**config.mk**
```make
export PLATFORM = sky130hd
export DESIGN_NAME = imm_encoder
export DESIGN_NICKNAME = d
export VERILOG_FILES = /design/src/rtl/imm_encoder.sv
export SDC_FILE = /design/constraint.sdc
export NUM_CORES = 1
export LEC_CHECK = 0
export ABC_AREA = 1
export CAP_MARGIN = 25
export CORE_ASPECT_RATIO = 0.8
export CORE_UTILIZATION = 33
export DETAILED_ROUTE_END_ITERATION = 8
export GPL_ROUTABILITY_DRIVEN = 0
export PLACE_DENSITY = 0.69
export SETUP_SLACK_MARGIN = 0.02
export SYNTH_ARGS = -nofsm -noshare
export SYNTH_HDL_FRONTEND = slang
export SYNTH_SLANG_ARGS = --single-unit
```
**constraint.sdc**
```tcl
create_clock -name clk -period 2.3 [get_ports clk]
set_input_delay 0.575 -clock clk [delete_from_list [all_inputs] [get_ports clk]]
set_output_delay 0.575 -clock clk [all_outputs]
set_load 0.005 [all_outputs]
```
**src/rtl/imm_encoder.sv**
```systemverilog
// Immediate encoder: overlays a signed immediate into the bit fields of an RV32I
// instruction template, flags unrepresentable immediates, two-stage valid/ready pipeline.
module imm_encoder #(
    parameter int ERR_CNT_W   = 8,
    parameter int CHECK_RANGE = 1
) (
    input  logic                 clk,
    input  logic                 reset,
    input  logic                 in_valid,
    output logic                 in_ready,
    input  logic [2:0]           in_ImmSrc,
    input  logic [31:0]          in_imm,
    input  logic [31:0]          in_tmpl,
    output logic                 out_valid,
    input  logic                 out_ready,
    output logic [31:0]          out_instr,
    output logic                 out_err,
    output logic [ERR_CNT_W-1:0] err_cnt
);

    localparam logic [2:0] SRC_I = 3'b000;
    localparam logic [2:0] SRC_S = 3'b001;
    localparam logic [2:0] SRC_B = 3'b010;
    localparam logic [2:0] SRC_J = 3'b011;
    localparam logic [2:0] SRC_U = 3'b100;

    // Scatter the immediate into the format's fields; unlisted bits keep the template.
    function automatic logic [31:0] pack_word(input logic [2:0] src,
                                              input logic signed [31:0] m,
                                              input logic [31:0] t);
        logic [31:0] r;
        case (src)
            SRC_I:   r = {m[11:0], t[19:0]};
            SRC_S:   r = {m[11:5], t[24:12], m[4:0], t[6:0]};
            SRC_B:   r = {m[12], m[10:5], t[24:12], m[4:1], m[11], t[6:0]};
            SRC_J:   r = {m[20], m[10:1], m[11], m[19:12], t[11:0]};
            SRC_U:   r = {m[31:12], t[11:0]};
            default: r = t;
        endcase
        return r;
    endfunction

    function automatic logic imm_error(input logic [2:0] src,
                                       input logic signed [31:0] m);
        logic e;
        case (src)
            SRC_I, SRC_S: e = (m < -32'sd2048) || (m > 32'sd2047);
            SRC_B:        e = (m < -32'sd4096) || (m > 32'sd4094) || m[0];
            SRC_J:        e = (m < -32'sd1048576) || (m > 32'sd1048574) || m[0];
            SRC_U:        e = (m[11:0] != 12'd0);
            default:      e = 1'b1;
        endcase
        return (CHECK_RANGE != 0) ? e : 1'b0;
    endfunction

    function automatic logic [ERR_CNT_W-1:0] sat_inc(input logic [ERR_CNT_W-1:0] c);
        return (&c) ? c : c + ERR_CNT_W'(1);
    endfunction

    logic                  vld_p1;
    logic [2:0]            src_p1;
    logic signed [31:0]    imm_p1;
    logic [31:0]           tmpl_p1;
    logic [31:0]           instr_p1;
    logic                  err_p1;

    logic                  vld_p2;
    logic [31:0]           instr_p2;
    logic                  err_p2;
    logic [ERR_CNT_W-1:0]  err_cnt_p2;

    logic                  s1_load;
    logic                  s2_load;

    // out_ready reaches in_ready combinationally so a full pipe still streams 1 word/cycle.
    assign s2_load  = !vld_p2 || out_ready;
    assign s1_load  = !vld_p1 || s2_load;
    assign in_ready = s1_load;

    // ---- S1: register raw inputs ----
    always_ff @(posedge clk) begin
        if (reset) begin
            vld_p1 <= 1'b0;
        end else if (s1_load) begin
            vld_p1 <= in_valid;
        end
    end

    always_ff @(posedge clk) begin
        if (s1_load && in_valid) begin
            src_p1  <= in_ImmSrc;
            imm_p1  <= in_imm;
            tmpl_p1 <= in_tmpl;
        end
    end

    always_comb begin
        instr_p1 = pack_word(src_p1, imm_p1, tmpl_p1);
        err_p1   = imm_error(src_p1, imm_p1);
    end

    // ---- S2: packed word, error flag and error counter ----
    always_ff @(posedge clk) begin
        if (reset) begin
            vld_p2     <= 1'b0;
            instr_p2   <= 32'd0;
            err_p2     <= 1'b0;
            err_cnt_p2 <= '0;
        end else if (s2_load) begin
            vld_p2 <= vld_p1;
            if (vld_p1) begin
                instr_p2 <= instr_p1;
                err_p2   <= err_p1;
                if (err_p1) begin
                    err_cnt_p2 <= sat_inc(err_cnt_p2);
                end
            end
        end
    end

    assign out_valid = vld_p2;
    assign out_instr = instr_p2;
    assign out_err   = err_p2;
    assign err_cnt   = err_cnt_p2;

endmodule

```
==> results.sh, run 1 <==
export IMPL_setup_ws_ns=0.341
export IMPL_syn_area_per_cell_um2=10.2
export IMPL_n_antenna_cell=0
export IMPL_clock_sinks=110
export IMPL_ys_top_cells_by_area="edfxtp_1 (45%), dfxtp_1 (19%), nand2_1 (5.7%), nor2_1 (4.4%), inv_1 (3.6%)"
export IMPL_first_iter_violations=265
export IMPL_maxCapViolCount=0
export IMPL_r2r_end="err_cnt[1]"
export IMPL_fin_area_mm2=0.00614
export IMPL_synth_cell_types=30
export IMPL_cts_max_level=3
export IMPL_ys_seq_area_share_pct=64.8
export IMPL_ff2ff_path_depth=7
export IMPL_core_mm2=0.0130
export IMPL_ios=114
export IMPL_p_leak_nw=2.30
export IMPL_worst_pin_slew_ns=0.436
export IMPL_place_ws_ns=0.0387
export IMPL_grt_max_degree=68
export IMPL_cts_hold_buf=0
export IMPL_grt_first_pass_wirelength_um=18200
export IMPL_cts_buffers=9
export IMPL_hold_start="tmpl_p1[12]"
export IMPL_setup_violations=0
export IMPL_hold_end="out_instr[12]"
export IMPL_fmax_mhz=510
export IMPL_postRouteWirelength_um=11200
export IMPL_cp_data_arrival_time_ns=2.23
export IMPL_synth_top_cell_by_area="edfxtp_1"
export IMPL_drtPass1Iterations=5
export IMPL_post_route_period_util_pct=85.2
export IMPL_start_util_pct=34.2
export IMPL_period_minus_slack_ns=1.96
export IMPL_critPathCaptureType="register"
export IMPL_antenna_found_initial=0
export IMPL_grt_util_all_layers_pct=16.9
export IMPL_status="finished, final reports clean"
export IMPL_die_w_um=132
export IMPL_netlist_instances=436
export IMPL_routed_via_density=4.87
export IMPL_vias=3600
export IMPL_rows=37
export IMPL_criticalPathCategory="reg -> reg"
export IMPL_final_nets=631
export IMPL_die_h_um=106
export IMPL_cts_tree="built"
export IMPL_clkLatencyLatePin_ns=0.34
export IMPL_dp_hpwl_um=8150
export IMPL_drc=0
export IMPL_fin_skew_ns=0.0138
export IMPL_die_area_mm2=0.0139
export IMPL_crit_required_ns=2.57
export IMPL_hold_path_class="reg -> reg"
export IMPL_min_path_cells=2
export IMPL_maxSlewHeadroom_pct=70.6
export IMPL_dpl_cell_area_mm2=0.00586
export IMPL_clk_path_buf_depth=2
export IMPL_syn_nets=508
export IMPL_areaGrowthSynthToFinish_pct=38.5
export IMPL_routedWlPerCell_um=15.2
export IMPL_num_fill_cells=1194
export IMPL_r2r_start="err_cnt[0]"
export IMPL_cts_root_buffer="clkbuf_16"
export IMPL_ys_seq_elements=110
export IMPL_antenna_left=0
export IMPL_port_buffers=113
export IMPL_crit_fanout=9
export IMPL_layout_drive_gt1_share_pct=6.74
export IMPL_power_density_mw_per_mm2=685
export IMPL_r2r_slack_ns=0.34
export IMPL_grt_overflow=0
export IMPL_slew_violations=0
export IMPL_netlist_area_leader_share_pct=45.4
export IMPL_grt_pass1_vias=3583
export IMPL_path_clk_slew_ns=0.07
export IMPL_ir_worst_vdd_uv=337
export IMPL_yosys_warnings=0
export IMPL_holdWs_ns=0.480
export IMPL_rsz0062_at_grt="no"
export IMPL_hold_viol=0
export IMPL_setup_tns_ns=0
export IMPL_netlist_area_mm2=0.00443
export IMPL_crit_path_start_kind="register"
-- how the worst max path moves through the flow --
stage	from	to	slack, ns
floorplan	out_ready	imm_p1[0]	0.05
global placement	out_ready	in_ready	0.05
detailed placement	out_ready	in_ready	0.04
CTS	out_ready	in_ready	0.04
global route	err_cnt[0]	err_cnt[1]	0.11
finish	err_cnt[0]	err_cnt[1]	0.34
-- layout by cell type, fill, tap and decap left out, drive strengths merged, types with 12 or more instances in the layout --
cell type / synthesis / final
buf: 0 / 12
dfxtp: 43 / 43
inv: 47 / 47
clkdlybuf4s50: 0 / 112
edfxtp: 67 / 67
clkbuf: 13 / 13
nand4: 15 / 15
a21oi: 31 / 31
o21ai: 28 / 28
nand2: 69 / 69
nand3: 31 / 31
nor2: 53 / 53
-- kinds of logic (layout without fill, tap and decap cells) --
kind of cell               count (synthesis)  in the layout  share of synthesized area [%]
adders and majority gates                  1              1                          0.282
DFF                                      110            110                           64.8
AOI/OAI and AO/OA                         87             87                           11.5
xor gates and xnor gates                   6              6                           1.19
buffers and inverters                     61            189                           5.17
and+or+nand+nor                          171            171                           17.1
-- stage by stage --
| step | power, W | util, % | cells |
|---|---|---|---|
| floorplan | 0.00250 | - | 436 |
| global placement | 0.00280 | 45.2 | 723 |
| detailed placement | 0.00281 | 45.2 | 723 |
| CTS | 0.00426 | 47.3 | 739 |
| global route | 0.00439 | 47.4 | 739 |
| finish | 0.00420 | 47.4 | 739 |
-- worst max-delay path, stage by stage (launching register included) --
cell     delay [ns]
dfxtp_1        0.41
ha_1           0.21
nand2_1        0.10
nor3b_1        0.32
nand3_1        0.34
nand3_2        0.27
nand2_1        0.09
a21oi_1        0.15
-- report_power, final --
group,total (W),switching (W),internal [W]
sequential,0.00228,0.0000668,0.00222
clock,0.00144,0.000668,0.000768
combinational,0.000483,0.000224,0.000259
total,0.00420,0.000960,0.00324
-- routing by layer --
layer	GRT usage (%)	wire length, µm
met5	0	0
met4	4.32	93
met3	3.94	788
met2	27.3	5200
met1	22.7	5130
-- area by class of cell --
cell class,instances,area [µm²],area share [%]
Clock inverter,3,21.3,0.347
Inverter,48,184,3.00
Clock buffer,13,250,4.08
Timing Repair Buffer,125,1250,20.3
Multi-Input combinational cell,265,1340,21.9
Tap cell,175,219,3.57
Sequential cell,110,2870,46.8
-- what timing repair did --
| item | 4_1_cts | 5_1_grt |
|---|---|---|
| resized for setup | 0 | 1 |
| setup endpoints to repair | 0 | 1 |
| setup buffers | 0 | 0 |
-- state kept, by name, summed over array words and instances (netlist names) --
register   cells
imm_p1        32
err_cnt        8
out_valid      1
out_instr     32
vld_p1         1
src_p1         3
out_err        1
tmpl_p1       32
-- Yosys cell counts --
| cell type | n |
|---|---|
| a221oi_1 | 4 |
| a21oi_1 | 31 |
| edfxtp_1 | 67 |
| o2111ai_1 | 1 |
| nand2_4 | 1 |
| nand2_1 | 67 |
| ha_1 | 1 |
| nor2_2 | 1 |
| o311ai_0 | 2 |
| xor2_1 | 5 |
| clkinv_1 | 1 |
| nand2_2 | 1 |
| nand3_2 | 1 |
| nand4_1 | 15 |
| o221ai_1 | 1 |
| nor2_1 | 52 |
| dfxtp_1 | 43 |
| a31oi_1 | 4 |
| xnor2_1 | 1 |
| nor4_1 | 2 |
| inv_1 | 43 |
| o22ai_1 | 2 |
| nor3b_1 | 1 |
| a211oi_1 | 6 |
| inv_2 | 4 |
| o211ai_1 | 8 |
| nand3_4 | 1 |
| nand3_1 | 29 |
| clkbuf_1 | 13 |
| o21ai_0 | 28 |
Note: power is estimated with default switching activity, not from simulation.
==> run 2: changes to the inputs <==
CTS_CLUSTER_SIZE = 16   (was default)
==> results of run 2 <==
Same layout as run 1: the final DEF is identical, and so are final timing and power.
==> run 3: changes to the inputs <==
CTS_CLUSTER_DIAMETER = 50   (was default)
==> results of run 3 <==
Same layout as run 1: the final DEF is identical, and so are final timing and power.
